**config.mk**
```make
export PLATFORM = sky130hd
export DESIGN_NAME = branch_predict_tracker
export DESIGN_NICKNAME = d
export VERILOG_FILES = /design/src/rtl/branch_predict_tracker.sv
export SDC_FILE = /design/constraint.sdc
export NUM_CORES = 1
export LEC_CHECK = 0
export CAP_MARGIN = 10
export CORE_MARGIN = 1
export CORE_UTILIZATION = 60
export CTS_CLUSTER_DIAMETER = 80
export DETAILED_ROUTE_END_ITERATION = 8
export PLACE_DENSITY_LB_ADDON = 0.3
export SETUP_SLACK_MARGIN = 0.05
export SYNTH_ARGS = -nofsm -noshare
export SYNTH_HDL_FRONTEND = slang
export SYNTH_SLANG_ARGS = --single-unit
```
**constraint.sdc**
```tcl
create_clock -name clk -period 7.2 [get_ports clk]
set_input_delay 0.72 -clock clk [delete_from_list [all_inputs] [get_ports clk]]
set_output_delay 0.72 -clock clk [all_outputs]
set_load 0.005 [all_outputs]
```
**src/rtl/branch_predict_tracker.sv**
```systemverilog
// branch_predict_tracker: in-order FIFO of fetch predictions; registered BHT update and mispredict flush on resolve (optional BPT_STATS_EN counters)
module branch_predict_tracker #(
  parameter int DEPTH = 4,
  parameter int PC_W  = 32,
  parameter int IDX_W = 5
) (
  input  logic                       clk,
  input  logic                       rst,
  input  logic                       fetch_valid,
  input  logic [PC_W-1:0]            fetch_pc,
  input  logic                       fetch_pred_taken,
  input  logic [PC_W-1:0]            fetch_pred_target,
  output logic                       fetch_ready,
  input  logic                       res_valid,
  input  logic                       res_taken,
  input  logic [PC_W-1:0]            res_target,
  output logic                       flush,
  output logic [PC_W-1:0]            flush_pc,
  output logic                       bht_en,
  output logic [IDX_W-1:0]           bht_write_addr,
  output logic                       bht_was_taken,
`ifdef BPT_STATS_EN
  output logic [15:0]                stat_branches,
  output logic [15:0]                stat_mispredicts,
`endif
  output logic [$clog2(DEPTH):0]     occupancy
);
  localparam int AW = $clog2(DEPTH);
  localparam int CW = AW + 1;
  localparam logic [CW-1:0] FULL = CW'(DEPTH);
  logic [PC_W-1:0] pc_q  [DEPTH];
  logic [PC_W-1:0] tgt_q [DEPTH];
  logic            pt_q  [DEPTH];
  logic [AW-1:0]   head, tail;
  logic            push, pop, mis;
  logic [PC_W-1:0] head_pc;
  assign head_pc     = pc_q[head];
  assign fetch_ready = !rst && occupancy < FULL && !flush;
  assign push        = fetch_valid && fetch_ready;
  assign pop         = res_valid && occupancy != '0;
  assign mis         = pop && ((res_taken != pt_q[head]) || (res_taken && pt_q[head] && res_target != tgt_q[head]));
  always_ff @(posedge clk) begin
    if (rst) begin
      head           <= '0;
      tail           <= '0;
      occupancy      <= '0;
      flush          <= 1'b0;
      flush_pc       <= '0;
      bht_en         <= 1'b0;
      bht_write_addr <= '0;
      bht_was_taken  <= 1'b0;
    end else begin
      bht_en         <= pop;
      bht_write_addr <= pop ? head_pc[IDX_W+1:2] : '0;
      bht_was_taken  <= pop && res_taken;
      flush          <= mis;
      flush_pc       <= mis ? (res_taken ? res_target : head_pc + PC_W'(4)) : '0;
      if (mis) begin
        head      <= '0;
        tail      <= '0;
        occupancy <= '0;
      end else begin
        if (push) begin
          pc_q[tail]  <= fetch_pc;
          pt_q[tail]  <= fetch_pred_taken;
          tgt_q[tail] <= fetch_pred_target;
          tail        <= tail + AW'(1);
        end
        if (pop) head <= head + AW'(1);
        occupancy <= occupancy + CW'(push) - CW'(pop);
      end
    end
  end
`ifdef BPT_STATS_EN
  always_ff @(posedge clk) begin
    if (rst) begin
      stat_branches    <= '0;
      stat_mispredicts <= '0;
    end else begin
      if (pop && stat_branches != 16'hFFFF) stat_branches <= stat_branches + 16'd1;
      if (mis && stat_mispredicts != 16'hFFFF) stat_mispredicts <= stat_mispredicts + 16'd1;
    end
  end
`endif
endmodule
```
# Yosys cells after proc, flatten, opt, wreduce, memory -nomap -nowiden
# Memories as Yosys holds them, arrays and structs flattened. A register that Yosys moved wholly into a read port is not among the register bits.
# Index checks and enable logic that the tools add are counted.
[op_classes]
n_addsub = 5
order_cmp = 1
eq_ne = 2
muxes = 11
n_bitwise = 2
reduce_logical = 15
[op_table]
columns = ["cell", "n"]
rows = [
  ["$add A32 B3 Y32 const B", 1],
  ["$mux W32", 1],
  ["$ne A32 B32 Y1", 1],
  ["$mux W2", 6],
  ["$logic_and A1 B1 Y1", 8],
  ["$reduce_or A2 Y1", 3],
  ["$add A2 B1 Y2 const B", 2],
  ["$mux W1", 4],
  ["$add A3 B1 Y3", 1],
  ["$lt A3 B3 Y1 const B", 1],
  ["$reduce_bool A3 Y1", 1],
  ["$sub A3 B1 Y3", 1],
  ["$logic_not A1 Y1", 2],
  ["$not A1 Y1", 2],
  ["$logic_or A1 B1 Y1", 1],
  ["$ne A1 B1 Y1", 1],
]
[word_totals]
ff_bits = 47
ramBits = 260
inputBits = 102
elab_cells = 47
mem_count = 3
[mem_list]
columns = ["memory", "words", "word_bits", "rd", "rd_clocked_by_memory_dff", "wr", "line", "text"]
rows = [
  ["pc_q", 4, 32, 1, 1, 1, "31", "logic [PC_W-1:0] pc_q [DEPTH];"],
  ["tgt_q", 4, 32, 1, 1, 1, "32", "logic [PC_W-1:0] tgt_q [DEPTH];"],
  ["pt_q", 4, 1, 1, 1, 1, "33", "logic pt_q [DEPTH];"],
]

# Logic depth before layout (Yosys ltp)
# Gate-level depths: netlist of the first run.
[logic_depth]
ltp_word = 8
mapped_depth = 12
ltp_nobuf = 11

# Worst setup path before layout of the first run
# OpenSTA, ideal clock, no wires.
[synth_timing]
path_type = "register -> register"
startpoint = "register with a tool-made name"
endpoint = "memory pc_q[0][0] (enable)"
arrival_ps = 3775
slack_ps = 2995
path_stages_with_launch = 10
path_buffers = 4
cell_sequence = "dfxtp_1 > buf_6 > buf_8 > buf_4 > mux4_2 > ha_1 > a21o_1 > a31oi_1 > buf_4 > and3_1"
[synth_lines]
columns = ["item", "line"]
rows = [
  ["end, declared", "31"],
]

==> results.py, run 1 <==
metrics = {
    "setup_path": {
        "cp-end-kind": "register",
        "crit_path_cell_trace": "buf_4 -> mux4_2 -> xnor2_1 -> nand4_1 -> nor4_2 -> nand2_1 -> a31oi_1 -> and3_2 -> buf_4",
        "cp_max_fo": 53,
        "crit_arrival_ps": 5520,
        "cp.required_ps": 7400,
        "critPathBufInv": 2,
        "cp_common_cell": "buf_4",
        "crit_family": "simple AND/OR/NAND/NOR gates",
        "start_kind": "register",
        "cpPeakStageDelay_ps": 970,
        "path_class": "reg -> reg",
        "crit_slowest_cell": "and3_2",
    },
    "layout": {
        "layout_common_cells": "260 x edfxtp_1, 145 x clkdlybuf4s50_1, 64 x mux4_2, 47 x dfxtp_1, 44 x xnor2_1",
        "diodes": 0,
        "layout-drive-gt1-share": 0.170,
        "area_growth_pct": 22.0,
        "mostFrequentLayoutCell": "edfxtp_1",
        "fin_cells": 1099,
        "multi_input_area_sq_um": 3150,
        "nets": 921,
        "seqCellArea_sq_um": 8790,
        "fill_cells": 1129,
        "fin_area_sq_um": 14800,
        "post-route-util": 0.753,
    },
    "placed_design": {
        "place_area_sq_um": 13800,
        "dpl.cell_count": 1043,
        "dpl.hpwl_um": 17500,
        "port-buffer-count": 145,
        "finalWeightedCongestion": 0.867,
    },
    "yosys": {
        "synth.yosys.seq_area_share": 0.724,
        "synth_edf_count": 260,
        "synth_flop_cell": "edfxtp_1",
        "ys_warn_count": 0,
        "synth_area_sq_um": 12100,
        "syn_area_per_cell_sq_um": 18.8,
        "ys_ff_latch": 309,
        "synthCells": 646,
        "synthArstFlopShare": 0,
        "yosysUniqueCellTypes": 40,
        "syn-num-nets": 757,
    },
    "timing": {
        "relSlewSlack": 0.340,
        "period_needed_ps": 5320,
        "finalMaxSlewViolations": 0,
        "worst_slew_pin_slew_ps": 989,
        "tns_ps": 0,
        "period_share": 0.738,
        "max_freq_ghz": 0.188,
        "fin_skew_ps": 9.24,
        "grt_setup_unrepaired": "false",
        "setup_viol": 0,
        "final_hold_viol_count": 0,
    },
    "power_and_ir_drop": {
        "power.density_nw_per_um2": 301,
        "swShare": 0.248,
        "p_leak_nw": 4.75,
        "p_sw_w": 0.00110,
        "vdd.ir_drop.worst_v": 0.000240,
        "pwr-share-clk": 0.338,
        "p_seq_frac": 0.474,
        "pwr-share-comb": 0.188,
        "intPower_w": 0.00335,
    },
    "floorplanning": {
        "dieWidth_um": 144,
        "num_rows": 51,
        "core_area_sq_um": 19700,
        "top_level_ports": 146,
        "dieArea_sq_um": 20800,
        "start_util": 0.618,
        "die_y_um": 144,
    },
    "job": {
        "max_cap_viol_count": 0,
    },
    "clock_tree": {
        "clkTransAtPathRegs_ps": 60,
        "cts_made_buffers": 30,
        "htree_levels": 1,
        "cts_tree": "yes",
        "clockBufferDepth": 3,
        "cts_setup_buffers": 0,
        "ctsRootBufferMaster": "clkbuf_16",
        "ctsHoldBuffers": 0,
        "cts_resized": 0,
        "worst_skew_pair.late_latency_ps": 550,
        "clock-sinks": 309,
    },
    "routing": {
        "wl_met3_um": 1820,
        "drtPass1Iterations": 5,
        "totalWireLength_um": 25700,
        "wl_per_cell_um": 23.3,
        "drc_errors": 0,
        "wl_met2_um": 12900,
        "vias": 6542,
        "postRouteAntennaNets": 0,
        "vias_per_cell": 5.95,
        "wl_met1_um": 10200,
        "first_iter_violations": 547,
        "top_layer": "met4",
    },
    "global_route": {
        "grt_max_degree": 54,
        "antenna_found_initial": 0,
        "grt_use_total": 0.257,
        "grt_pass1_vias": 6774,
        "grt_pass1_wl_um": 38500,
        "grt_overflow": 0,
    },
    "worst_hold_path": {
        "hp-class": "reg -> reg",
    },
    "outcome": {
        "status": "finished, final reports clean",
    },
}
## metal layers
metal / track usage / vias up
li1: - / 2857
met1: 0.352 / 3322
met2: 0.426 / 310
met3: 0.0437 / 53
met4: 0.0825 / 0
met5: 0 / -
## power by group through the flow
stage	clock network [W]	registers, W	logic, W
after floorplan	0	0.00209	0.000637
after global placement	0	0.00215	0.000816
after detailed placement	0	0.00216	0.000834
after CTS	0.00152	0.00212	0.000840
after global routing	0.00159	0.00213	0.000898
final	0.00151	0.00212	0.000838
## registers in the layout, summed over array words and instances, names as in the netlist, 2 cells and up, named ones only
name            flops
flush_pc           32
pt_q                4
bht_write_addr      5
pc_q              128
tail                2
tgt_q             128
occupancy           3
head                2
## stage by stage
stage,power (W),hold WS [ps],setup slack [ps]
floorplan,0.00273,550,2990
detailed placement,0.00299,595,1970
global route,0.00462,615,1590
CTS,0.00448,606,1940
finish,0.00446,607,1880
global placement,0.00297,600,2120
## tightest hold or removal path, stage by stage, from the launching register on
cell	delay, ps
dfxtp_1	330
xnor2_1	60
and2_1	170
## worst paths after layout
path                                      startpoint                    end  slack (ps)  cells past startpoint
worst max-delay path                        register  pc_q[3][20]$_DFFE_PP_        1880                      9
worst min-delay path            head[1]$_SDFFE_PP0P_               register         610                      2
worst max register to register              register  pc_q[3][20]$_DFFE_PP_        1880                      9
worst min register to register  head[1]$_SDFFE_PP0P_               register         610                      2
## synthesized netlist by cell type (8+ instances only)
cell      number  share of area
edfxtp_1     260           0.64
mux4_2        64           0.12
dfxtp_1       49          0.081
xnor2_1       44          0.032
nor2_1        40          0.012
nand2_1       20         0.0062
xor2_1        20          0.014
and2_1        17         0.0088
a211oi_1      14         0.0087
nand3_1       14         0.0058
nand4_1       13         0.0067
a21oi_1       10         0.0041
ha_1           8         0.0082
## layout make-up
type	instances	share of cell area
inverter	8	0.00203
tap	265	0.0224
multi-input combinational	304	0.213
timing repair buffer	157	0.104
clock inverter	12	0.00591
sequential	309	0.594
clock buffer	44	0.0591
## cells by family (layout without fill, tap and decap cells)
logic type	Yosys count	after routing	share of synthesized area
flops	309	309	0.724
simple gates	125	125	0.0568
mux	72	72	0.126
xor+xnor	64	64	0.0462
compound gates	34	34	0.0206
buf+inv	33	221	0.0168
fa+ha+maj	9	9	0.00990
Power figures use the tool's default switching activity.
==> run 2, diff against run 1 <==
--- a/config.mk
+++ b/config.mk
@@ -7,7 +7,7 @@
 export LEC_CHECK = 0
 export CAP_MARGIN = 10
 export CORE_MARGIN = 1
-export CORE_UTILIZATION = 60
+export CORE_UTILIZATION = 50
 export CTS_CLUSTER_DIAMETER = 80
 export DETAILED_ROUTE_END_ITERATION = 8
 export PLACE_DENSITY_LB_ADDON = 0.3
==> constraint.sdc (replaced) <==
create_clock -name clk -period 4.8 [get_ports clk]
set_input_delay 0.48 -clock clk [delete_from_list [all_inputs] [get_ports clk]]
set_output_delay 0.48 -clock clk [all_outputs]
set_load 0.005 [all_outputs]
==> results.py, run 2 (same netlist as run 1, synthesis figures left out) <==
metrics = {
    "routing": {
        "drc_errors": 0,
        "wl_per_cell_um": 22.6,
        "vias_per_cell": 5.55,
        "drtPass1Iterations": 4,
        "postRouteAntennaNets": 0,
        "totalWireLength_um": 26200,
        "first_iter_violations": 454,
        "vias": 6431,
    },
    "layout": {
        "diodes": 0,
        "layout_common_cells": "260 x edfxtp_1, 145 x clkdlybuf4s50_1, 64 x mux4_2, 47 x dfxtp_1, 44 x xnor2_1",
        "mostFrequentLayoutCell": "edfxtp_1",
        "largest_registers": "pc_q (128), tgt_q (128), flush_pc (32)",
        "fin_area_sq_um": 15000,
        "nets": 927,
        "area_growth_pct": 23.7,
        "layout-drive-gt1-share": 0.176,
        "fill_cells": 1666,
    },
    "setup_path": {
        "crit_arrival_ps": 4360,
        "start_kind": "register",
        "reg2reg_slack_ps": 670,
        "cp.required_ps": 5030,
        "timing.rr.end": "pc_q[1][9]$_DFFE_PP_",
        "path_class": "reg -> reg",
        "cp_max_fo": 36,
        "rr_worst_depth": 9,
        "cp-end-kind": "register",
    },
    "worst_hold_path": {
        "worstHoldEndpoint": "tgt_q[3][11]$_DFFE_PP_",
        "hold_depth": 1,
        "hp-class": "in -> reg",
        "hold_start": "fetch_pred_target[11]",
    },
    "timing": {
        "period_needed_ps": 4130,
        "final_hold_viol_count": 0,
        "worst_slew_pin_slew_ps": 822,
        "max_freq_ghz": 0.242,
        "period_share": 0.860,
        "grt_setup_unrepaired": "false",
        "relSlewSlack": 0.451,
        "finalMaxSlewViolations": 0,
        "tns_ps": 0,
        "setup_viol": 0,
        "fin_skew_ps": 7.71,
    },
    "global_route": {
        "grt_pass1_wl_um": 39700,
        "antenna_found_initial": 0,
        "grt_pass1_vias": 6709,
        "grt_overflow": 0,
        "grt_use_total": 0.219,
        "grt_max_degree": 67,
    },
    "power_and_ir_drop": {
        "vdd.ir_drop.worst_v": 0.000377,
        "p_seq_frac": 0.469,
        "p_sw_w": 0.00166,
        "swShare": 0.248,
        "pwr-share-comb": 0.196,
        "pwr-share-clk": 0.335,
        "p_leak_nw": 4.80,
        "power.density_nw_per_um2": 447,
        "intPower_w": 0.00505,
    },
    "clock_tree": {
        "worst_skew_pair.late_latency_ps": 540,
        "cts_resized": 0,
        "ctsRootBufferMaster": "clkbuf_16",
        "htree_levels": 1,
        "cts_made_buffers": 30,
        "cts_tree": "yes",
        "cts_setup_buffers": 0,
        "clkTransAtPathRegs_ps": 60,
        "ctsHoldBuffers": 0,
        "clockBufferDepth": 3,
        "clock-sinks": 309,
    },
    "floorplanning": {
        "num_rows": 56,
        "die_y_um": 158,
        "core_area_sq_um": 23600,
        "top_level_ports": 146,
        "start_util": 0.514,
        "dieWidth_um": 158,
        "dieArea_sq_um": 24900,
    },
    "placed_design": {
        "dpl.hpwl_um": 17800,
        "place_area_sq_um": 14100,
        "finalWeightedCongestion": 0.818,
        "port-buffer-count": 145,
    },
    "job": {
        "max_cap_viol_count": 0,
    },
    "outcome": {
        "status": "finished, final reports clean",
    },
}
## run 2: cell types whose count changed in the layout (fill, tap and decap cells not counted), sizes merged
cell,previous run,this run
clkinvlp,2,3
bufinv,1,2
clkbuf,44,38
inv,7,8
clkinv,10,12
buf,12,18
## run 2: power by group through the flow
stage / Combinational (W) / Sequential, W / Clock (W)
2_1_floorplan: 0.000955 / 0.00314 / 0
5_1_grt: 0.00142 / 0.00317 / 0.00239
6_report: 0.00131 / 0.00315 / 0.00225
4_1_cts: 0.00132 / 0.00316 / 0.00229
3_5_place_dp: 0.00131 / 0.00322 / 0
3_3_place_gp: 0.00129 / 0.00321 / 0
## run 2: through the flow
step	setup WS, ps	power, W	hold slack (ps)	cells	util
after floorplan	595	0.00409	550	646	-
after global placement	693	0.00449	579	1103	0.595
after detailed placement	598	0.00453	573	1103	0.595
after CTS	611	0.00677	559	1158	0.636
after global routing	341	0.00698	569	1158	0.636
final	674	0.00671	583	1158	0.636
## run 2: worst max-delay path, stage by stage, from the launching register on
cell,delay [ps]
dfxtp_4,800
buf_4,280
mux4_2,510
xnor2_1,160
nand4_1,140
nor4_2,330
nand2_1,80
a31oi_1,560
and3_2,630
buf_12,280
## run 2: how the worst max path moves through the flow
stage                         from                     end  slack (ps)  cells after the start
after floorplan           register    pc_q[0][0]$_DFFE_PP_         590                      9
after global placement    register    pc_q[2][2]$_DFFE_PP_         690                      9
after detailed placement  register  tgt_q[1][27]$_DFFE_PP_         600                      9
after CTS                 register  tgt_q[1][12]$_DFFE_PP_         610                      9
after global routing      register    pc_q[1][9]$_DFFE_PP_         340                      9
final                     register    pc_q[1][9]$_DFFE_PP_         670                      9
## run 2: cell type report
| type | instances | area, sq um | share of cell area |
|---|---|---|---|
| Sequential cell | 309 | 8790 | 0.586 |
| Multi-Input combinational cell | 304 | 3150 | 0.210 |
| Timing Repair Buffer | 163 | 1690 | 0.112 |
| Clock buffer | 38 | 812 | 0.0541 |
| Tap cell | 319 | 399 | 0.0266 |
| Clock inverter | 17 | 143 | 0.00950 |
| Inverter | 8 | 30.0 | 0.00200 |
## run 2: per-layer routing
metal | up-vias | global-route usage | wire length [um]
li1 | 2875 | - | -
met1 | 3300 | 0.299 | 10800
met2 | 218 | 0.377 | 13500
met3 | 38 | 0.0285 | 1490
met4 | 0 | 0.0476 | 427
met5 | - | 0 | 0
==> run 3, diff against run 2 <==
--- a/config.mk
+++ b/config.mk
@@ -8,7 +8,6 @@
 export CAP_MARGIN = 10
 export CORE_MARGIN = 1
 export CORE_UTILIZATION = 50
-export CTS_CLUSTER_DIAMETER = 80
 export DETAILED_ROUTE_END_ITERATION = 8
 export PLACE_DENSITY_LB_ADDON = 0.3
 export SETUP_SLACK_MARGIN = 0.05
==> results of run 3 <==
The final DEF is identical to that of run 2; final timing and power are the same.
